### config.mk
export PLATFORM = sky130hd
export DESIGN_NAME = dmem_lsu_flat
export DESIGN_NICKNAME = d
export VERILOG_FILES = /design/src/rtl/dmem_lsu_if.sv /design/src/rtl/dmem_lsu.sv /design/src/flat_wrapper.sv
export SDC_FILE = /design/constraint.sdc
export NUM_CORES = 1
export LEC_CHECK = 0
export CAP_MARGIN = 20
export CORE_UTILIZATION = 46
export CTS_CLUSTER_DIAMETER = 30
export DETAILED_ROUTE_END_ITERATION = 8
export GPL_TIMING_DRIVEN = 1
export PLACE_DENSITY = 0.82
export SLEW_MARGIN = 20
export SYNTH_ARGS = -nofsm -noshare
export SYNTH_HDL_FRONTEND = slang
export SYNTH_SLANG_ARGS = --single-unit
### constraint.sdc
create_clock -name clk -period 2.15 [get_ports clk]
set_input_delay 0.215 -clock clk [delete_from_list [all_inputs] [get_ports clk]]
set_output_delay 0.215 -clock clk [all_outputs]
set_load 0.02 [all_outputs]
### src/rtl/dmem_lsu_if.sv
// dmem_lsu_if: request/response handshake bundle between the MEM stage and the LSU.
//   master modport: MEM stage side (drives req_*, resp_ready).
//   slave modport : LSU side (drives req_ready, resp_*).
//   req_*  : valid/ready request carrying we, size, unsigned flag, byte address, store data.
//   resp_* : valid/ready response carrying formatted load data and error flag.
interface dmem_lsu_if;
   logic        req_valid;
   logic        req_ready;
   logic        req_we;
   logic [1:0]  req_size;
   logic        req_unsigned;
   logic [31:0] req_addr;
   logic [31:0] req_wdata;
   logic        resp_valid;
   logic        resp_ready;
   logic [31:0] resp_rdata;
   logic        resp_err;

   modport master (
      output req_valid, req_we, req_size, req_unsigned, req_addr, req_wdata, resp_ready,
      input  req_ready, resp_valid, resp_rdata, resp_err
   );

   modport slave (
      input  req_valid, req_we, req_size, req_unsigned, req_addr, req_wdata, resp_ready,
      output req_ready, resp_valid, resp_rdata, resp_err
   );
endinterface

### src/rtl/dmem_lsu.sv
// dmem_lsu: load/store unit between the MEM stage and a word-addressed data RAM.
//   Byte/halfword/word accesses, little-endian lanes, sign/zero-extended loads,
//   sub-word stores as read-modify-write. RAM strobes are registered and never both high.
// Ports:
//   clk, rst_n       : clock (rising edge), asynchronous active-low reset
//   bus (slave)      : request/response handshake (see dmem_lsu_if)
//   DMEM_address     : RAM word index, zero-extended
//   DMEM_data_in     : RAM write data
//   DMEM_mem_write   : RAM write strobe
//   DMEM_mem_read    : RAM read strobe
//   DMEM_data_out    : RAM read data, registered by the RAM on the falling edge
// Build option: define DMEM_LSU_BOUNDS_CHECK_EN to flag addresses beyond the RAM depth as
// errors; otherwise the upper address bits are ignored and the index wraps.
module dmem_lsu #(
   parameter int unsigned ADDR_WORDS_LOG2 = 8
) (
   input  logic        clk,
   input  logic        rst_n,
   dmem_lsu_if.slave   bus,
   output logic [31:0] DMEM_address,
   output logic [31:0] DMEM_data_in,
   output logic        DMEM_mem_write,
   output logic        DMEM_mem_read,
   input  logic [31:0] DMEM_data_out
);

`ifdef DMEM_LSU_BOUNDS_CHECK_EN
   localparam bit BoundsEn = 1'b1;
`else
   localparam bit BoundsEn = 1'b0;
`endif

   typedef enum logic [1:0] {StIdle, StRd, StWr, StResp} state_e;

   state_e      state_q, state_d;
   logic        we_q, we_d, uns_q, uns_d;
   logic [1:0]  size_q, size_d, lane_q, lane_d;
   logic [15:0] wdata_q, wdata_d;
   logic [31:0] addr_q, addr_d, data_in_q, data_in_d;
   logic        mem_write_q, mem_write_d, mem_read_q, mem_read_d;
   logic        resp_valid_q, resp_valid_d, resp_err_q, resp_err_d;
   logic [31:0] resp_rdata_q, resp_rdata_d;

   logic        misaligned, upper_nz, req_err;
   logic [31:0] word_idx, lane_data, load_val, lane_mask, store_val, merged;
   logic [4:0]  shamt;

   // Request decode, evaluated on the live inputs during IDLE.
   always_comb begin
      misaligned = ((bus.req_size == 2'b01) && bus.req_addr[0]) ||
                   ((bus.req_size == 2'b10) && (bus.req_addr[1:0] != 2'b00));
      upper_nz   = |bus.req_addr[31:ADDR_WORDS_LOG2+2];
      req_err    = misaligned || (bus.req_size == 2'b11) || (BoundsEn && upper_nz);
      word_idx   = {{(32-ADDR_WORDS_LOG2){1'b0}}, bus.req_addr[ADDR_WORDS_LOG2+1:2]};
   end

   // Lane extraction for loads and lane merge for sub-word stores, on the latched request.
   always_comb begin
      shamt     = {lane_q, 3'b000};
      lane_data = DMEM_data_out >> shamt;
      unique case (size_q)
         2'b00:   load_val = {{24{~uns_q & lane_data[7]}}, lane_data[7:0]};
         2'b01:   load_val = {{16{~uns_q & lane_data[15]}}, lane_data[15:0]};
         default: load_val = lane_data;
      endcase
      if (size_q == 2'b00) begin
         lane_mask = 32'h0000_00FF << shamt;
         store_val = {24'h0, wdata_q[7:0]} << shamt;
      end else begin
         lane_mask = 32'h0000_FFFF << shamt;
         store_val = {16'h0, wdata_q} << shamt;
      end
      merged = (DMEM_data_out & ~lane_mask) | (store_val & lane_mask);
   end

   always_comb begin
      state_d      = state_q;
      we_d         = we_q;
      uns_d        = uns_q;
      size_d       = size_q;
      lane_d       = lane_q;
      wdata_d      = wdata_q;
      addr_d       = addr_q;
      data_in_d    = data_in_q;
      mem_write_d  = 1'b0;
      mem_read_d   = 1'b0;
      resp_valid_d = resp_valid_q;
      resp_err_d   = resp_err_q;
      resp_rdata_d = resp_rdata_q;
      unique case (state_q)
         StIdle: begin
            if (bus.req_valid) begin
               we_d    = bus.req_we;
               uns_d   = bus.req_unsigned;
               size_d  = bus.req_size;
               lane_d  = bus.req_addr[1:0];
               wdata_d = bus.req_wdata[15:0];
               if (req_err) begin
                  resp_valid_d = 1'b1;
                  resp_err_d   = 1'b1;
                  resp_rdata_d = 32'h0;
                  state_d      = StResp;
               end else begin
                  addr_d = word_idx;
                  if (bus.req_we && (bus.req_size == 2'b10)) begin
                     mem_write_d = 1'b1;
                     data_in_d   = bus.req_wdata;
                     state_d     = StWr;
                  end else begin
                     mem_read_d = 1'b1;
                     state_d    = StRd;
                  end
               end
            end
         end
         StRd: begin
            if (we_q) begin
               mem_write_d = 1'b1;
               data_in_d   = merged;
               state_d     = StWr;
            end else begin
               resp_valid_d = 1'b1;
               resp_err_d   = 1'b0;
               resp_rdata_d = load_val;
               state_d      = StResp;
            end
         end
         StWr: begin
            resp_valid_d = 1'b1;
            resp_err_d   = 1'b0;
            resp_rdata_d = 32'h0;
            state_d      = StResp;
         end
         StResp: begin
            if (bus.resp_ready) begin
               resp_valid_d = 1'b0;
               resp_err_d   = 1'b0;
               resp_rdata_d = 32'h0;
               state_d      = StIdle;
            end
         end
         default: state_d = StIdle;
      endcase
   end

   always_ff @(posedge clk or negedge rst_n) begin
      if (!rst_n) begin
         state_q      <= StIdle;
         we_q         <= 1'b0;
         uns_q        <= 1'b0;
         size_q       <= 2'b00;
         lane_q       <= 2'b00;
         wdata_q      <= 16'h0;
         addr_q       <= 32'h0;
         data_in_q    <= 32'h0;
         mem_write_q  <= 1'b0;
         mem_read_q   <= 1'b0;
         resp_valid_q <= 1'b0;
         resp_err_q   <= 1'b0;
         resp_rdata_q <= 32'h0;
      end else begin
         state_q      <= state_d;
         we_q         <= we_d;
         uns_q        <= uns_d;
         size_q       <= size_d;
         lane_q       <= lane_d;
         wdata_q      <= wdata_d;
         addr_q       <= addr_d;
         data_in_q    <= data_in_d;
         mem_write_q  <= mem_write_d;
         mem_read_q   <= mem_read_d;
         resp_valid_q <= resp_valid_d;
         resp_err_q   <= resp_err_d;
         resp_rdata_q <= resp_rdata_d;
      end
   end

   assign bus.req_ready   = (state_q == StIdle);
   assign bus.resp_valid  = resp_valid_q;
   assign bus.resp_err    = resp_err_q;
   assign bus.resp_rdata  = resp_rdata_q;
   assign DMEM_address    = addr_q;
   assign DMEM_data_in    = data_in_q;
   assign DMEM_mem_write  = mem_write_q;
   assign DMEM_mem_read   = mem_read_q;

endmodule

### src/flat_wrapper.sv
// flat-port wrapper written by rule: the top's interface ports become plain ports
module dmem_lsu_flat 
#(
   parameter int unsigned ADDR_WORDS_LOG2 = 8
)
  (clk, rst_n, DMEM_address, DMEM_data_in, DMEM_mem_write, DMEM_mem_read, DMEM_data_out, bus_req_valid, bus_req_we, bus_req_size, bus_req_unsigned, bus_req_addr, bus_req_wdata, bus_resp_ready, bus_req_ready, bus_resp_valid, bus_resp_rdata, bus_resp_err);
  dmem_lsu_if bus_i ();
  input  logic clk;
  input  logic rst_n;
  output logic [31:0] DMEM_address;
  output logic [31:0] DMEM_data_in;
  output logic DMEM_mem_write;
  output logic DMEM_mem_read;
  input  logic [31:0] DMEM_data_out;
  input wire logic [$bits(bus_i.req_valid)-1:0] bus_req_valid;
  input wire logic [$bits(bus_i.req_we)-1:0] bus_req_we;
  input wire logic [$bits(bus_i.req_size)-1:0] bus_req_size;
  input wire logic [$bits(bus_i.req_unsigned)-1:0] bus_req_unsigned;
  input wire logic [$bits(bus_i.req_addr)-1:0] bus_req_addr;
  input wire logic [$bits(bus_i.req_wdata)-1:0] bus_req_wdata;
  input wire logic [$bits(bus_i.resp_ready)-1:0] bus_resp_ready;
  output wire logic [$bits(bus_i.req_ready)-1:0] bus_req_ready;
  output wire logic [$bits(bus_i.resp_valid)-1:0] bus_resp_valid;
  output wire logic [$bits(bus_i.resp_rdata)-1:0] bus_resp_rdata;
  output wire logic [$bits(bus_i.resp_err)-1:0] bus_resp_err;
  assign bus_i.req_valid = bus_req_valid;
  assign bus_i.req_we = bus_req_we;
  assign bus_i.req_size = bus_req_size;
  assign bus_i.req_unsigned = bus_req_unsigned;
  assign bus_i.req_addr = bus_req_addr;
  assign bus_i.req_wdata = bus_req_wdata;
  assign bus_i.resp_ready = bus_resp_ready;
  assign bus_req_ready = bus_i.req_ready;
  assign bus_resp_valid = bus_i.resp_valid;
  assign bus_resp_rdata = bus_i.resp_rdata;
  assign bus_resp_err = bus_i.resp_err;
  dmem_lsu #(.ADDR_WORDS_LOG2(ADDR_WORDS_LOG2)) u_core (.clk(clk), .rst_n(rst_n), .bus(bus_i), .DMEM_address(DMEM_address), .DMEM_data_in(DMEM_data_in), .DMEM_mem_write(DMEM_mem_write), .DMEM_mem_read(DMEM_mem_read), .DMEM_data_out(DMEM_data_out));
endmodule
==> results by group, run 1 <==
Status
  • Result of the run: complete, no violations

Logic synthesis
  • EDFF count, synth: 0
  • Post-synthesis cell type with the largest combined area: sky130_fd_sc_hd__dfrtp_1
  • Number of flip-flops and latches in the synthesized netlist: 100
  • Area share of the largest cell type after synthesis: 43.0%
  • Proportion of synthesized flip-flops having asynchronous set or reset: 100%
  • Share of the yosys chip area belonging to registers: 43.0%
  • Total standard cell area after synthesis: 0.00582 mm2
  • Top area cells in the synthesized netlist: sky130_fd_sc_hd__dfrtp_1, sky130_fd_sc_hd__mux2_2, sky130_fd_sc_hd__mux2i_1, sky130_fd_sc_hd__buf_4, sky130_fd_sc_hd__a21oi_1
  • Syn Area/Cell: 10.3 um2
  • Most instantiated flip-flop cell in the synthesis netlist: sky130_fd_sc_hd__dfrtp_1
  • Yosys synthesis warning count: 0
  • Post-synth cell types: 57
  • Synth Instances: 567

Pwr
  • Maximum VDD drop: 0.942 mV
  • Static leakage: 0.00339 uW
  • Sw Share: 42.2%
  • Pint: 7330 uW
  • Power spent charging and discharging nets: 5360 uW
  • Power Dens Cells: 1590 mW/mm2
  • Clock network fraction of total power: 13.3%
  • Part of the power in registers: 27.4%
  • Comb pwr share: 59.4%

Timing
  • Final cycle utilization of the critical path: 94.7%
  • Max-Slew Margin vs Limit: 56.2%
  • Final hold vios: 0
  • Final-report setup violation count: 0
  • Fmax: 0.491 GHz
  • Final worst clock skew: 0.00959 ns
  • Max-slew violation total from the final report: 0
  • Transition time at the pin with the least slew margin: 0.653 ns
  • Crit path time final: 2.04 ns
  • Sum of negative setup slack: 0 ns
  • Setup repair after global routing missed its margin: false

Worst setup path
  • Worst setup path class: reg2reg
  • Sort of element at the end of the critical path: register
  • Critical Path Source Type: register
  • Cell with the largest stage delay on the worst path: sky130_fd_sc_hd__a21boi_2
  • Number of buffers and inverters on the critical path: 2
  • CP Max Fanout: 50
  • Family with the most delay on the worst path: compound AO/OA/AOI/OAI gates
  • Slowest stage delay, CP: 0.48 ns
  • Crit path DAT: 2.33 ns
  • Ordered list of cells on the worst path: inv_1, ha_2, buf_12, a21boi_2, a221o_1, mux2_2
  • Critical Path RT: 2.44 ns

Routing
  • Antenna Nets Post-Route: 0
  • Number of vias per cell after detailed routing: 5.86
  • Detail-routed net length per standard cell: 19.9 um
  • Wirelength, routed: 18000 um
  • Detailed Routing Iterations Pass 1: 5
  • Detailed-route DRC error count: 0
  • Iteration-0 DRC Markers: 441
  • Routed vias: 5288

Layout
  • Number of diodes: 0
  • Final Cell Area: 0.00800 mm2
  • Share of post-route cells with drive strength above 1: 18.1%
  • Nets: 839
  • P&R area growth vs syn: 37.5%

GRT
  • Remaining global-route overflow: 0
  • Total global routing track utilization: 28.2%
  • Vias in the first global route: 5297
  • Largest net degree at the start of global routing: 51
  • Number of antenna violations at the first check in global routing: 0
  • Global-route wire length before repair: 28100 um

Place
  • GP Congestion: 0.907
  • Area of placed instances: 0.00765 mm2
  • Post-detail-place hpwl: 13600 um
  • Number of port buffers: 158

Clocking
  • Buffers inserted during post-CTS setup optimization: 0
  • Clock sink total: 100
  • Clock root cell: sky130_fd_sc_hd__clkbuf_16
  • Clock tree from TritonCTS: done
  • Number of buffers on the longest clock path: 2
  • TritonCTS buffer count: 9
  • Clock latency reported for the late side of the worst-skew pair: 0.35 ns
  • Clk pin slew, worst setup/hold paths: 0.06 ns
  • H-tree levels: 3

Flow run
  • Reported max-cap violation count: 0

Floorplan
  • Chip Width: 115 um
  • Num ports: 205
  • Starting density of the core: 47.9%
  • Total number of placement rows: 40
  • Placeable core region: 0.0122 mm2
  • Vertical die dimension: 115 um
  • Full die area: 0.0131 mm2

Min path
  • Hold/Removal Path Class: in2async
-- cells in the final DEF (no fill, tap or decap), types with 15 or more instances in the layout --
cell type / count
sky130_fd_sc_hd__a221o_1: 16
sky130_fd_sc_hd__nor2_1: 31
sky130_fd_sc_hd__o21ai_0: 29
sky130_fd_sc_hd__mux2i_1: 30
sky130_fd_sc_hd__dfrtp_1: 99
sky130_fd_sc_hd__inv_1: 27
sky130_fd_sc_hd__conb_1: 24
sky130_fd_sc_hd__nand2_1: 35
sky130_fd_sc_hd__clkdlybuf4s50_1: 156
sky130_fd_sc_hd__a21oi_1: 33
sky130_fd_sc_hd__buf_4: 32
sky130_fd_sc_hd__mux2_2: 47
sky130_fd_sc_hd__a32o_1: 15
-- Yosys cell counts (8+ instances only) --
cell type                     n
sky130_fd_sc_hd__a221o_1     16
sky130_fd_sc_hd__clkbuf_1    13
sky130_fd_sc_hd__mux2i_1     30
sky130_fd_sc_hd__dfrtp_1    100
sky130_fd_sc_hd__buf_2       19
sky130_fd_sc_hd__o221a_2      8
sky130_fd_sc_hd__o2bb2ai_1    8
sky130_fd_sc_hd__a32o_1      15
sky130_fd_sc_hd__inv_1       27
sky130_fd_sc_hd__o32a_1       8
sky130_fd_sc_hd__buf_4       28
sky130_fd_sc_hd__nand3_1      9
sky130_fd_sc_hd__a31o_2       8
sky130_fd_sc_hd__a31oi_1      9
sky130_fd_sc_hd__nor2_1      33
sky130_fd_sc_hd__o21ai_0     29
sky130_fd_sc_hd__mux2_2      47
sky130_fd_sc_hd__o21a_1       8
sky130_fd_sc_hd__a311o_1      8
sky130_fd_sc_hd__o22ai_1      9
sky130_fd_sc_hd__a21oi_1     33
sky130_fd_sc_hd__nand2_1     35
-- metal layers --
layer	global-route usage (%)	up-vias	wire, um
met4	11.3	0	451
li1	-	2410	-
met5	0	-	0
met2	46.9	263	8710
met3	5.93	30	1410
met1	36.0	2585	7450
-- sequential cells by signal, indices dropped and copies added, names as in the netlist --
| name | cells |
|---|---|
| u_core.we_q | 1 |
| u_core.lane_q | 2 |
| u_core.wdata_q | 16 |
| u_core.bus.resp_rdata | 32 |
| u_core.state_q | 2 |
| u_core.bus.resp_valid | 1 |
| u_core.size_q | 2 |
| u_core.DMEM_mem_read | 1 |
| u_core.DMEM_address | 8 |
| u_core.DMEM_mem_write | 1 |
| u_core.DMEM_data_in | 32 |
| u_core.uns_q | 1 |
| u_core.bus.resp_err | 1 |
-- metrics by stage --
stage          hold slack (ns)  power (uW)  worst slack, ns  utilization [%]  cells
2_1_floorplan          -0.0806        8100            0.191                -    590
3_3_place_gp             0.176       10700          -0.0532             62.9    886
4_1_cts                  0.351       12600           0.0584             65.6    903
6_report                 0.341       12700            0.113             65.8    903
3_5_place_dp             0.181       10900           -0.260             62.9    886
5_1_grt                  0.387       13400           0.0140             65.8    903
-- cell type report --
class / count / area, um2
fillers: 985 / 4160
multi-input cells: 396 / 2960
flip-flops and latches: 100 / 2500
repair buffers: 195 / 1920
clock buffers: 12 / 256
well taps: 168 / 210
inverters: 28 / 105
clock inverters: 4 / 48.8
-- cell families (layout without fill, tap and decap cells) --
kind of cell | count (synthesis) | after routing | synth area share, %
adder cells (fa/ha/maj) | 5 | 5 | 1.07
multiplexers | 78 | 78 | 14.6
XOR/XNOR | 1 | 1 | 0.150
buffers and inverters | 94 | 239 | 8.53
AND/OR/NAND/NOR | 105 | 105 | 8.68
AO/OA/AOI/OAI | 183 | 183 | 23.9
other | 1 | 24 | 0.0644
flip-flops | 100 | 100 | 43.0
-- what timing repair did --
action	4_1_cts	5_1_grt
hold buffers	1	0
endpoints found under the setup margin	16	17
pin swaps	0	0
gates resized for setup	3	5
cloned	0	0
hold endpoints to repair	29	0
-- worst paths after layout --
kind,slack [ns],start,endpoint,cells after the start
max,0.11,u_core.state_q[1],u_core.DMEM_data_in[13],6
min,0.34,rst_n,u_core.DMEM_data_in[27],2
max reg2reg,0.11,u_core.state_q[1],u_core.DMEM_data_in[13],6
min reg2reg,0.50,u_core.DMEM_data_in[17],u_core.DMEM_data_in[17],1
max in group asynchronous,1.23,rst_n,u_core.bus.resp_rdata[26],3
min in group clk,0.45,bus_req_wdata[11],u_core.wdata_q[11],3
-- power by group through the flow --
| stage | sequential [uW] | combinational (uW) | clock (uW) |
|---|---|---|---|
| floorplan | 3980 | 4130 | 0 |
| global placement | 3440 | 7220 | 0 |
| detailed placement | 3480 | 7440 | 0 |
| CTS | 3450 | 7500 | 1700 |
| global route | 3550 | 8100 | 1770 |
| finish | 3470 | 7540 | 1680 |
Note: power is estimated with default switching activity, not from simulation.
==> inputs of run 2 (changes only) <==
- CORE_MARGIN: not set -> 2
- CTS_CLUSTER_DIAMETER: 30 -> 200
==> run 2 against run 1 <==
Effect of this change:
- count of clock-buffer cells in the layout is 1 lower
- critical path depth is the same
- clock skew increased by 0.00071 ns
- cell count is 0.55% higher
- sequential power is essentially flat
- via count decreased by 0.15%
- total power fell by 0.91%
- clock power down 8%
- register-to-register slack is essentially flat
- utilization is 1.8 points lower
- final area shrank 0.25%
- flip-flop and latch count unchanged
- critical endpoint is now u_core.DMEM_data_in[12]
==> results by group, run 2 (synthesis results as in run 1) <==
Status
  • Result of the run: complete, no violations

Floorplan
  • Full die area: 0.0136 mm2
  • Starting density of the core: 46.7%
  • Chip Width: 117 um
  • Total number of placement rows: 41
  • Placeable core region: 0.0125 mm2
  • Vertical die dimension: 117 um
  • Num ports: 205

Worst setup path
  • Cell with the largest stage delay on the worst path: sky130_fd_sc_hd__nor3_2
  • Slowest stage delay, CP: 0.60 ns
  • Crit path DAT: 2.34 ns
  • Ordered list of cells on the worst path: inv_1, ha_2, o21ai_0, nor3_2, a221o_1, mux2_2
  • Worst setup path class: reg2reg
  • Sort of element at the end of the critical path: register
  • CP Max Fanout: 8
  • Critical Path Source Type: register
  • Critical Path RT: 2.44 ns

Routing
  • Detailed-route DRC error count: 0
  • Detailed Routing Iterations Pass 1: 5
  • Wirelength, routed: 17900 um
  • Detail-routed net length per standard cell: 19.8 um
  • Number of vias per cell after detailed routing: 5.81
  • Routed vias: 5280
  • Iteration-0 DRC Markers: 431
  • Antenna Nets Post-Route: 0

Timing
  • Crit path time final: 2.05 ns
  • Sum of negative setup slack: 0 ns
  • Max-slew violation total from the final report: 0
  • Final hold vios: 0
  • Max-Slew Margin vs Limit: 49.7%
  • Final worst clock skew: 0.0103 ns
  • Hold_ws: 0.463 ns
  • Transition time at the pin with the least slew margin: 0.750 ns
  • Setup repair after global routing missed its margin: false
  • Final cycle utilization of the critical path: 95.2%
  • Final-report setup violation count: 0
  • Fmax: 0.489 GHz

Place
  • Number of port buffers: 158
  • Cell count after placement: 891
  • Post-detail-place hpwl: 13400 um
  • GP Congestion: 0.945

Clocking
  • H-tree levels: 3
  • TritonCTS buffer count: 9
  • Clock sink total: 100
  • Number of buffers on the longest clock path: 2
  • Clock root cell: sky130_fd_sc_hd__clkbuf_16
  • Clock tree from TritonCTS: done
  • Clock latency reported for the late side of the worst-skew pair: 0.36 ns
  • Clk pin slew, worst setup/hold paths: 0.07 ns

GRT
  • Vias in the first global route: 5212
  • Number of antenna violations at the first check in global routing: 0
  • Largest net degree at the start of global routing: 101
  • Remaining global-route overflow: 0
  • Total global routing track utilization: 26.6%
  • Global-route wire length before repair: 27600 um

Layout
  • Number of filler cells placed in the layout: 987
  • P&R area growth vs syn: 37.1%
  • Number of diodes: 0
  • Commonest non-fill, non-tap cells in the layout: sky130_fd_sc_hd__clkdlybuf4s50_1, sky130_fd_sc_hd__dfrtp_1, sky130_fd_sc_hd__mux2_2
  • Post-route non-filler standard cell count: 908
  • Nets: 840
  • Share of post-route cells with drive strength above 1: 17.9%
  • Footprint of the multi-input gates: 0.00294 mm2
  • Area of all sequential standard cells: 0.00250 mm2
  • Most frequent standard cell in the layout excluding fill and tap cells: sky130_fd_sc_hd__clkdlybuf4s50_1

Flow run
  • Reported max-cap violation count: 0

Pwr
  • Power Dens Cells: 1580 mW/mm2
  • Maximum VDD drop: 0.887 mV
  • Static leakage: 0.00336 uW

Min path
  • Hold/Removal Path Class: in2reg
## run 2: through the flow
step,total power [uW],util [%],instance area [um2],setup WS (ns)
floorplan,8100,-,5910,0.191
global placement,10700,61.6,7680,-0.0623
detailed placement,11000,61.6,7680,-0.156
CTS,12600,64.0,7980,0.0499
global route,13300,64.0,7980,0.00577
finish,12600,64.0,7980,0.103
## run 2: critical path: cells and delay by family (launching register included)
| kind | cells | cell delay [ns] |
|---|---|---|
| AO/OA/AOI/OAI | 2 | 0.43 |
| adder cells (fa/ha/maj) | 1 | 0.27 |
| buffers and inverters | 1 | 0.12 |
| flip-flops | 1 | 0.42 |
| multiplexers | 1 | 0.14 |
| AND/OR/NAND/NOR | 1 | 0.60 |
## run 2: final timing paths
check                                            endpoint  cells after the start                 startpoint  slack (ns)
worst max-delay path              u_core.DMEM_data_in[12]                      6          u_core.state_q[1]        0.10
worst min-delay path                    u_core.wdata_q[8]                      3           bus_req_wdata[8]        0.46
worst max register to register    u_core.DMEM_data_in[12]                      6          u_core.state_q[1]        0.10
worst min register to register  u_core.bus.resp_rdata[10]                      1  u_core.bus.resp_rdata[10]        0.50
max in group asynchronous                u_core.lane_q[0]                      3                      rst_n        1.25
min in group asynchronous         u_core.DMEM_data_in[30]                      3                      rst_n        0.47
## run 2: per-layer routing
layer	vias to the layer above	track usage, %	part of all wire, %
met5	-	0	0
met4	0	11.4	3.0
met3	44	4.72	6.9
met2	254	43.7	49
met1	2577	34.7	41
li1	2405	-	-
## run 2: where the power goes
group / internal (uW) / switching (uW) / leakage (uW)
sequential: 2740 / 726 / 0.00125
clock: 817 / 735 / 0.000120
combinational: 3660 / 3910 / 0.00199
total: 7210 / 5370 / 0.00336
## run 2: final cells by class
class	instances	area share [%]
Inverter	28	1.32
Timing Repair Buffer	196	24.4
Clock inverter	5	0.470
Sequential cell	100	31.4
Clock buffer	11	3.04
Tap cell	172	2.70
Multi-Input combinational cell	396	36.8
## run 2: timing repair
item | CTS | global route
setup endpoints to repair | 8 | 8
gates resized for setup | 2 | 2
hold buffers | 1 | 0
hold endpoints to repair | 100 | 0
setup buffers | 0 | 0
